<file path="src/rtl/jtag_dtm_pkg.sv">
// Shared JTAG DTM types: TAP states, IR codes, DMI opcodes/FSM states and the TAP transition function.
package jtag_dtm_pkg;

    typedef enum logic [3:0] {
        TAP_TLR, TAP_RTI, TAP_SEL_DR, TAP_CAP_DR, TAP_SHIFT_DR, TAP_EXIT1_DR, TAP_PAUSE_DR,
        TAP_EXIT2_DR, TAP_UPD_DR, TAP_SEL_IR, TAP_CAP_IR, TAP_SHIFT_IR, TAP_EXIT1_IR,
        TAP_PAUSE_IR, TAP_EXIT2_IR, TAP_UPD_IR
    } tap_state_t;

    localparam logic [4:0] IR_IDCODE = 5'h01;
    localparam logic [4:0] IR_DTMCS  = 5'h10;
    localparam logic [4:0] IR_DMI    = 5'h11;
    localparam logic [4:0] IR_BYPASS = 5'h1F;

    typedef enum logic [1:0] {DMI_NOP = 2'd0, DMI_READ = 2'd1, DMI_WRITE = 2'd2, DMI_BUSY = 2'd3} dmi_op_t;
    typedef enum logic [1:0] {DMI_IDLE, DMI_REQ, DMI_WAIT} dmi_state_t;

    localparam logic [3:0] DTM_VERSION = 4'd1;

    function automatic tap_state_t tap_next(input tap_state_t s, input logic tms);
        tap_state_t n;
        case (s)
            TAP_TLR:      n = tms ? TAP_TLR      : TAP_RTI;
            TAP_RTI:      n = tms ? TAP_SEL_DR   : TAP_RTI;
            TAP_SEL_DR:   n = tms ? TAP_SEL_IR   : TAP_CAP_DR;
            TAP_CAP_DR:   n = tms ? TAP_EXIT1_DR : TAP_SHIFT_DR;
            TAP_SHIFT_DR: n = tms ? TAP_EXIT1_DR : TAP_SHIFT_DR;
            TAP_EXIT1_DR: n = tms ? TAP_UPD_DR   : TAP_PAUSE_DR;
            TAP_PAUSE_DR: n = tms ? TAP_EXIT2_DR : TAP_PAUSE_DR;
            TAP_EXIT2_DR: n = tms ? TAP_UPD_DR   : TAP_SHIFT_DR;
            TAP_UPD_DR:   n = tms ? TAP_SEL_DR   : TAP_RTI;
            TAP_SEL_IR:   n = tms ? TAP_TLR      : TAP_CAP_IR;
            TAP_CAP_IR:   n = tms ? TAP_EXIT1_IR : TAP_SHIFT_IR;
            TAP_SHIFT_IR: n = tms ? TAP_EXIT1_IR : TAP_SHIFT_IR;
            TAP_EXIT1_IR: n = tms ? TAP_UPD_IR   : TAP_PAUSE_IR;
            TAP_PAUSE_IR: n = tms ? TAP_EXIT2_IR : TAP_PAUSE_IR;
            TAP_EXIT2_IR: n = tms ? TAP_UPD_IR   : TAP_SHIFT_IR;
            TAP_UPD_IR:   n = tms ? TAP_SEL_DR   : TAP_RTI;
            default:      n = TAP_TLR;
        endcase
        return n;
    endfunction

endpackage

</file>
<file path="src/rtl/jtag_tap.sv">
// Oversampled JTAG TAP: input synchronisers, TCK edge strobes, 16-state TAP FSM and 5-bit IR.
// JTAG_DTM_IDCODE_EN selects the IR reset value (IDCODE when defined, BYPASS otherwise).
module jtag_tap
    import jtag_dtm_pkg::*;
(
    input  logic       iClk,
    input  logic       nRst,
    input  logic       tck,
    input  logic       tms,
    input  logic       tdi,
    input  logic       trstn,
    output tap_state_t tap_state,
    output logic       tck_fall,
    output logic       tdi_sync,
    output logic       capture_dr,
    output logic       shift_dr,
    output logic       update_dr,
    output logic [4:0] ir,
    output logic       ir_lsb
);

`ifdef JTAG_DTM_IDCODE_EN
    localparam logic [4:0] IR_RESET = IR_IDCODE;
`else
    localparam logic [4:0] IR_RESET = IR_BYPASS;
`endif

    logic [3:0] meta, sync;   // {tck, tms, tdi, trstn}
    logic       tck_prev, tck_rise;
    logic [4:0] ir_shift;
    tap_state_t state_next;

    always_ff @(posedge iClk or negedge nRst) begin
        if (!nRst) begin
            meta     <= 4'b0;
            sync     <= 4'b0;
            tck_prev <= 1'b0;
        end else begin
            meta     <= {tck, tms, tdi, trstn};
            sync     <= meta;
            tck_prev <= sync[3];
        end
    end

    assign tck_rise = sync[3] & ~tck_prev;
    assign tck_fall = ~sync[3] & tck_prev;
    assign tdi_sync = sync[1];

    always_ff @(posedge iClk or negedge nRst) begin
        if (!nRst) tap_state <= TAP_TLR;
        else       tap_state <= state_next;
    end

    always_comb begin
        state_next = tap_state;
        if (tck_rise) state_next = tap_next(tap_state, sync[2]);
        if (!sync[0]) state_next = TAP_TLR;
    end

    assign capture_dr = tck_rise && (tap_state == TAP_CAP_DR);
    assign shift_dr   = tck_rise && (tap_state == TAP_SHIFT_DR);
    assign update_dr  = tck_fall && (tap_state == TAP_UPD_DR);
    assign ir_lsb     = ir_shift[0];

    // IR commits on the falling edge inside Update-IR so the new value is stable for the next scan.
    always_ff @(posedge iClk or negedge nRst) begin
        if (!nRst) begin
            ir_shift <= 5'b0;
            ir       <= IR_RESET;
        end else if (tap_state == TAP_TLR) begin
            ir <= IR_RESET;
        end else if (tck_rise && tap_state == TAP_CAP_IR) begin
            ir_shift <= 5'b00001;
        end else if (tck_rise && tap_state == TAP_SHIFT_IR) begin
            ir_shift <= {tdi_sync, ir_shift[4:1]};
        end else if (tck_fall && tap_state == TAP_UPD_IR) begin
            ir <= ir_shift;
        end
    end

endmodule

</file>
<file path="src/rtl/jtag_dtm.sv">
// RISC-V 0.13 JTAG DTM: IDCODE/DTMCS/DMI/BYPASS data registers and the DMI request/response FSM.
// JTAG_DTM_IDCODE_EN enables the IDCODE instruction; without it IR 0x01 behaves as BYPASS.
module jtag_dtm
    import jtag_dtm_pkg::*;
#(
    parameter int          ABITS  = 7,
    parameter logic [31:0] IDCODE = 32'h1E4A_D001
) (
    input  logic             iClk,
    input  logic             nRst,
    input  logic             iTck,
    input  logic             iTms,
    input  logic             iTdi,
    input  logic             iTrstn,
    output logic             oTdo,
    output logic             oTdoEn,
    output logic             oDmiReqValid,
    input  logic             iDmiReqReady,
    output logic [ABITS-1:0] oDmiReqAddr,
    output logic [31:0]      oDmiReqData,
    output logic [1:0]       oDmiReqOp,
    input  logic             iDmiRespValid,
    output logic             oDmiRespReady,
    input  logic [31:0]      iDmiRespData,
    input  logic [1:0]       iDmiRespOp,
    output logic             oDmiHardReset
);

    localparam int          DRW     = ABITS + 34;
    localparam logic [5:0]  ABITS_F = 6'(ABITS);

    tap_state_t tap_state;
    logic       tck_fall, tdi, capture_dr, shift_dr, update_dr, ir_lsb;
    logic [4:0] ir;

    jtag_tap u_tap (
        .iClk       (iClk),
        .nRst       (nRst),
        .tck        (iTck),
        .tms        (iTms),
        .tdi        (iTdi),
        .trstn      (iTrstn),
        .tap_state  (tap_state),
        .tck_fall   (tck_fall),
        .tdi_sync   (tdi),
        .capture_dr (capture_dr),
        .shift_dr   (shift_dr),
        .update_dr  (update_dr),
        .ir         (ir),
        .ir_lsb     (ir_lsb)
    );

    logic sel_idcode, sel_dtmcs, sel_dmi;
`ifdef JTAG_DTM_IDCODE_EN
    assign sel_idcode = (ir == IR_IDCODE);
`else
    assign sel_idcode = 1'b0;
`endif
    assign sel_dtmcs = (ir == IR_DTMCS);
    assign sel_dmi   = (ir == IR_DMI);

    dmi_state_t     state, state_next;
    logic [DRW-1:0] dr_shift, dr_shifted, dr_capture;
    logic [31:0]    resp_data, dtmcs_capture;
    logic [1:0]     sticky, sticky_next;
    logic           busy, in_tlr, dmi_update, dtmcs_update, hard_reset, dmi_reset, start, resp_take;

    assign busy          = (state != DMI_IDLE);
    assign in_tlr        = (tap_state == TAP_TLR);
    assign oTdoEn        = (tap_state == TAP_SHIFT_DR) || (tap_state == TAP_SHIFT_IR);
    assign dmi_update    = update_dr && sel_dmi;
    assign dtmcs_update  = update_dr && sel_dtmcs;
    assign hard_reset    = dtmcs_update && dr_shift[17];
    assign dmi_reset     = dtmcs_update && dr_shift[16];
    assign start         = dmi_update && !busy && (sticky == 2'd0)
                           && ((dr_shift[1:0] == DMI_READ) || (dr_shift[1:0] == DMI_WRITE));
    assign resp_take     = (state == DMI_WAIT) && iDmiRespValid;
    assign oDmiReqValid  = (state == DMI_REQ);
    assign oDmiRespReady = (state == DMI_WAIT);
    assign dtmcs_capture = {14'b0, 3'b000, 3'd1, sticky, ABITS_F, DTM_VERSION};

    always_comb begin
        dr_capture = '0;
        if (sel_dmi)         dr_capture = {oDmiReqAddr, resp_data, busy ? 2'd3 : sticky};
        else if (sel_dtmcs)  dr_capture[31:0] = dtmcs_capture;
        else if (sel_idcode) dr_capture[31:0] = IDCODE;
    end

    // TDI enters at the MSB of whichever register is selected; BYPASS is a single bit.
    always_comb begin
        dr_shifted = dr_shift >> 1;
        if (sel_dmi) begin
            dr_shifted[DRW-1] = tdi;
        end else if (sel_idcode || sel_dtmcs) begin
            dr_shifted[DRW-1:32] = '0;
            dr_shifted[31]       = tdi;
        end else begin
            dr_shifted    = '0;
            dr_shifted[0] = tdi;
        end
    end

    always_ff @(posedge iClk or negedge nRst) begin
        if (!nRst) begin
            dr_shift      <= '0;
            oTdo          <= 1'b0;
            oDmiHardReset <= 1'b0;
        end else begin
            oDmiHardReset <= hard_reset;
            if (capture_dr)    dr_shift <= dr_capture;
            else if (shift_dr) dr_shift <= dr_shifted;
            if (tck_fall && tap_state == TAP_SHIFT_DR)      oTdo <= dr_shift[0];
            else if (tck_fall && tap_state == TAP_SHIFT_IR) oTdo <= ir_lsb;
        end
    end

    always_ff @(posedge iClk or negedge nRst) begin
        if (!nRst) state <= DMI_IDLE;
        else       state <= state_next;
    end

    always_comb begin
        state_next = state;
        case (state)
            DMI_IDLE: if (start)         state_next = DMI_REQ;
            DMI_REQ:  if (iDmiReqReady)  state_next = DMI_WAIT;
            DMI_WAIT: if (iDmiRespValid) state_next = DMI_IDLE;
            default:                     state_next = DMI_IDLE;
        endcase
        if (hard_reset) state_next = DMI_IDLE;
    end

    // Sticky status only ever grows (0 -> 2 -> 3) until an explicit clear.
    always_comb begin
        sticky_next = sticky;
        if (resp_take && iDmiRespOp >= 2'd2 && sticky != 2'd3) sticky_next = 2'd2;
        if ((capture_dr && sel_dmi && busy) || (dmi_update && busy)) sticky_next = 2'd3;
        if (dmi_reset || hard_reset || in_tlr) sticky_next = 2'd0;
    end

    always_ff @(posedge iClk or negedge nRst) begin
        if (!nRst) begin
            sticky      <= 2'd0;
            resp_data   <= 32'd0;
            oDmiReqAddr <= '0;
            oDmiReqData <= 32'd0;
            oDmiReqOp   <= 2'd0;
        end else begin
            sticky <= sticky_next;
            if (start) begin
                oDmiReqAddr <= dr_shift[DRW-1:34];
                oDmiReqData <= dr_shift[33:2];
                oDmiReqOp   <= dr_shift[1:0];
            end
            if (resp_take) resp_data <= iDmiRespData;
        end
    end

endmodule

</file>
<file path="config.mk">
export PLATFORM = sky130hd
export DESIGN_NAME = jtag_dtm
export DESIGN_NICKNAME = d
export VERILOG_FILES = /design/src/rtl/jtag_dtm_pkg.sv /design/src/rtl/jtag_tap.sv /design/src/rtl/jtag_dtm.sv
export SDC_FILE = /design/constraint.sdc
export NUM_CORES = 1
export LEC_CHECK = 0
export BUFFER_PORTS_ARGS = -buffer_cell sky130_fd_sc_hd__buf_2
export CAP_MARGIN = 10
export CORE_ASPECT_RATIO = 1.4
export CORE_MARGIN = 2
export CORE_UTILIZATION = 30
export CTS_BUF_LIST = sky130_fd_sc_hd__clkbuf_16
export CTS_CLUSTER_SIZE = 28
export DETAILED_ROUTE_END_ITERATION = 10
export GPL_TIMING_DRIVEN = 0
export MAX_ROUTING_LAYER = met4
export SYNTH_ARGS = -nofsm -noshare
export SYNTH_HDL_FRONTEND = slang
export SYNTH_HIERARCHICAL = 1
export SYNTH_SLANG_ARGS = --single-unit
</file>
<file path="constraint.sdc">
create_clock -name iClk -period 3.7 [get_ports iClk]
set_input_delay 0.185 -clock iClk [delete_from_list [all_inputs] [get_ports iClk]]
set_output_delay 0.185 -clock iClk [all_outputs]
set_load 0.01 [all_outputs]
</file>
==> run_results.csv <==
group,metric,value,unit
logic_synthesis,seq_area_frac_synth,0.565,
final_layout,syn2layout_area_growth,26.6,%
floorplan,core_area,0.0210,mm^2
clocking,numClockSinks,143,
worst_setup_path,r2r_start,"u_tap/tap_state[0]",
logic_synthesis,synth_nets,515,
logic_synthesis,ys.flop_type,"dfrtp_1",
placed_design,hpwl,10.8,mm
sta,rsz0062_at_grt,"no",
worst_setup_path,crit_required,4.07,ns
floorplan,start_util,0.303,
worst_setup_path,startpoint_type,"register",
power_and_ir_drop,ir_drop,282,uV
sta,setup_violations,0,
route,wl,15.5,mm
worst_setup_path,cp_max_fo,10,
sta,finalHoldViolCount,0,
final_layout,fillers,2041,
route,dr_total_vias,4432,
floorplan,num_rows,63,
global_routing,grt_overflow,0,
sta,max_freq,310,MHz
min_path,hold_path.class,"primary input to register",
route,avgViaCountPerCell,5.02,
floorplan,io_pins,88,
placed_design,gp_congestion,0.810,
clocking,numCtsBuffers,17,
worst_setup_path,worstSetupPathType,"register to register",
logic_synthesis,syn-cell-area,0.00635,mm^2
logic_synthesis,async_flop_share,1.00,
final_layout,multi_input_area,0.00255,mm^2
global_routing,grt_pass1_wl,24.8,mm
power_and_ir_drop,power_leakage,4.13,nW
min_path,min-delay-start,"iDmiRespData[14]",
global_routing,grt_max_degree,99,
floorplan,dieArea,0.0224,mm^2
final_layout,fin_cells,882,
floorplan,dieWidth,127,um
final_layout,drive_above_1_share,0.376,
outcome,outcome,"complete, no violations",
worst_setup_path,cp.arrival,3.59,ns
sta,final_max_slew_viol_count,0,
route,dr.pass1.iters,4,
global_routing,grt_pass1_vias,4537,
clocking,cts-htree-levels,4,
placed_design,numPortBuffers,86,
route,wl_per_cell,17.5,um
logic_synthesis,yosysWarningCount,6,
global_routing,antenna_found_initial,0,
sta,setup_tns,0,ns
logic_synthesis,synth-edff-count,0,
route,drt_drc_violations_left,0,
sta,finalClockSkew,0.00965,ns
route,ant_nets,0,
final_layout,nNetsFinal,651,
logic_synthesis,yosysUniqueCellTypes,60,
sta,fin_crit_sh,0.872,
logic_synthesis,avgSynthCellArea,13.4,um^2
sta,post-route-min-period,3.23,ns
placed_design,dp.cells,820,
global_routing,grt_use_total,0.147,
logic_synthesis,syn_inst,473,
run,drv_cap,0,
worst_setup_path,crit_path_end_kind,"register",
logic_synthesis,ys_seq_elements,143,
power_and_ir_drop,power.density,446,mW/mm^2
worst_setup_path,startpoint,"u_tap/tap_state[0]",
final_layout,layout.area.seq,0.00358,mm^2
sta,slew_headroom,0.269,
clocking,clk_path_buf_depth,2,
final_layout,insertedDiodeCount,0,
clocking,clkTransAtPathRegs,0.07,ns
clocking,clock_latency,0.43,ns
floorplan,die_h,176,um
route,drt_first_iter_violations,309,
clocking,clk_root_buffer_cell,"clkbuf_16",
clocking,cts_tree,"done",
sta,tightest_slew,1.09,ns
## layer usage
layer / track usage / vias to the layer above / share of wire / wire length (um)
met3: 0.0364 / 32 / 0.042 / 655
met1: 0.172 / 2236 / 0.42 / 6440
met2: 0.237 / 129 / 0.51 / 7890
li1: - / 2035 / - / -
met5: - / - / 0 / 0
met4: 0.0691 / 0 / 0.032 / 492
## cells by family (layout without fill, tap and decap cells)
kind of cell    count (synthesis)  count (layout)  share of synthesized area
flops                         143             143                      0.565
buf+inv                        37             186                     0.0341
compound gates                 87              87                      0.108
simple gates                  118             118                      0.117
xor+xnor                        1               1                    0.00138
mux                            87              87                      0.175
## cells in the mapped netlist (5+ instances only)
library cell	count	share of area
a21oi_1	10	0.0079
a221o_1	25	0.039
a31oi_1	5	0.0049
and3_1	27	0.027
buf_2	11	0.0087
buf_6	7	0.012
clkbuf_1	12	0.0071
dfrtp_1	138	0.54
dfstp_2	5	0.021
mux2_2	38	0.067
mux2_4	39	0.092
mux2i_1	10	0.016
nand2_1	21	0.012
nand2b_1	8	0.0079
nand3_1	11	0.0087
nor2_1	13	0.0077
nor2b_1	14	0.014
o21ai_0	12	0.0095
o31ai_1	10	0.012
## worst paths after layout
| check | end | slack (ns) | cells after the start |
|---|---|---|---|
| setup / recovery | dr_shift[21] | 0.47 | 9 |
| hold / removal | resp_data[14] | 0.01 | 2 |
| setup reg to reg | dr_shift[21] | 0.47 | 9 |
| hold reg to reg | u_tap/sync[2] | 0.35 | 0 |
| max in group asynchronous | u_tap/ir[1] | 2.61 | 3 |
| min in group asynchronous | oDmiReqData[18] | 0.25 | 2 |
## cell usage in the layout, fill, tap and decap left out, types with 8 or more instances in the layout
cell type,n
a21oi_1,10
mux2_2,38
nand2b_1,8
buf_2,96
clkbuf_1,12
nand3_1,11
nor2_1,13
mux2_4,39
nor2b_1,14
a221o_1,25
dfrtp_1,138
o31ai_1,10
o21ai_0,12
buf_6,8
nand2_1,21
dlygate4sd3_1,30
mux2i_1,10
and3_1,27
clkbuf_16,17
## worst max-delay path: stages, from the launching register on
cell,delay (ns)
dfrtp_1,0.40
buf_2,0.19
buf_2,0.20
nor2_1,0.14
nand2_1,0.07
nor3_1,0.83
nor2b_1,0.57
clkbuf_1,0.41
and3_1,0.23
a221o_1,0.11
## sequential cells by signal (all words and copies together), names as in the netlist, 4 cells and up
| signal | count |
|---|---|
| resp_data | 32 |
| u_tap/meta | 4 |
| oDmiReqData | 32 |
| u_tap/ir | 5 |
| u_tap/sync | 4 |
| oDmiReqAddr | 7 |
| dr_shift | 41 |
| u_tap/ir_shift | 5 |
| u_tap/tap_state | 4 |
## cell type report
class,count,area share
Buffer,33,0.0251
Clock buffer,17,0.0529
Clock inverter,15,0.0216
Inverter,4,0.00187
Multi-Input combinational cell,293,0.317
Sequential cell,143,0.446
Tap cell,260,0.0405
Timing Repair Buffer,117,0.0951
## where the power goes
part / switching [mW] / leakage [nW] / internal (mW)
Sequential: 0.0337 / 1.94 / 1.62
Combinational: 0.0950 / 1.91 / 0.0999
Clock: 0.718 / 0.286 / 1.01
## through the flow
step | cell area [um^2] | power, mW | utilization | hold WS (ns) | worst slack (ns)
2_1_floorplan | 6350 | 1.77 | - | -0.111 | 1.47
3_3_place_gp | 7100 | 1.84 | 0.339 | 0.298 | 0.488
3_5_place_dp | 7140 | 1.86 | 0.340 | 0.142 | 0.580
4_1_cts | 8020 | 3.62 | 0.382 | 0.000576 | 0.566
5_1_grt | 8040 | 3.73 | 0.383 | 0.00150 | 0.276
6_report | 8040 | 3.58 | 0.383 | 0.0136 | 0.474
## repair_timing
item | CTS | global route
endpoints found under the hold margin | 72 | 2
hold buffers | 28 | 2
setup buffers | 0 | 0
resized for setup | 0 | 0
Power figures use the tool's default switching activity.
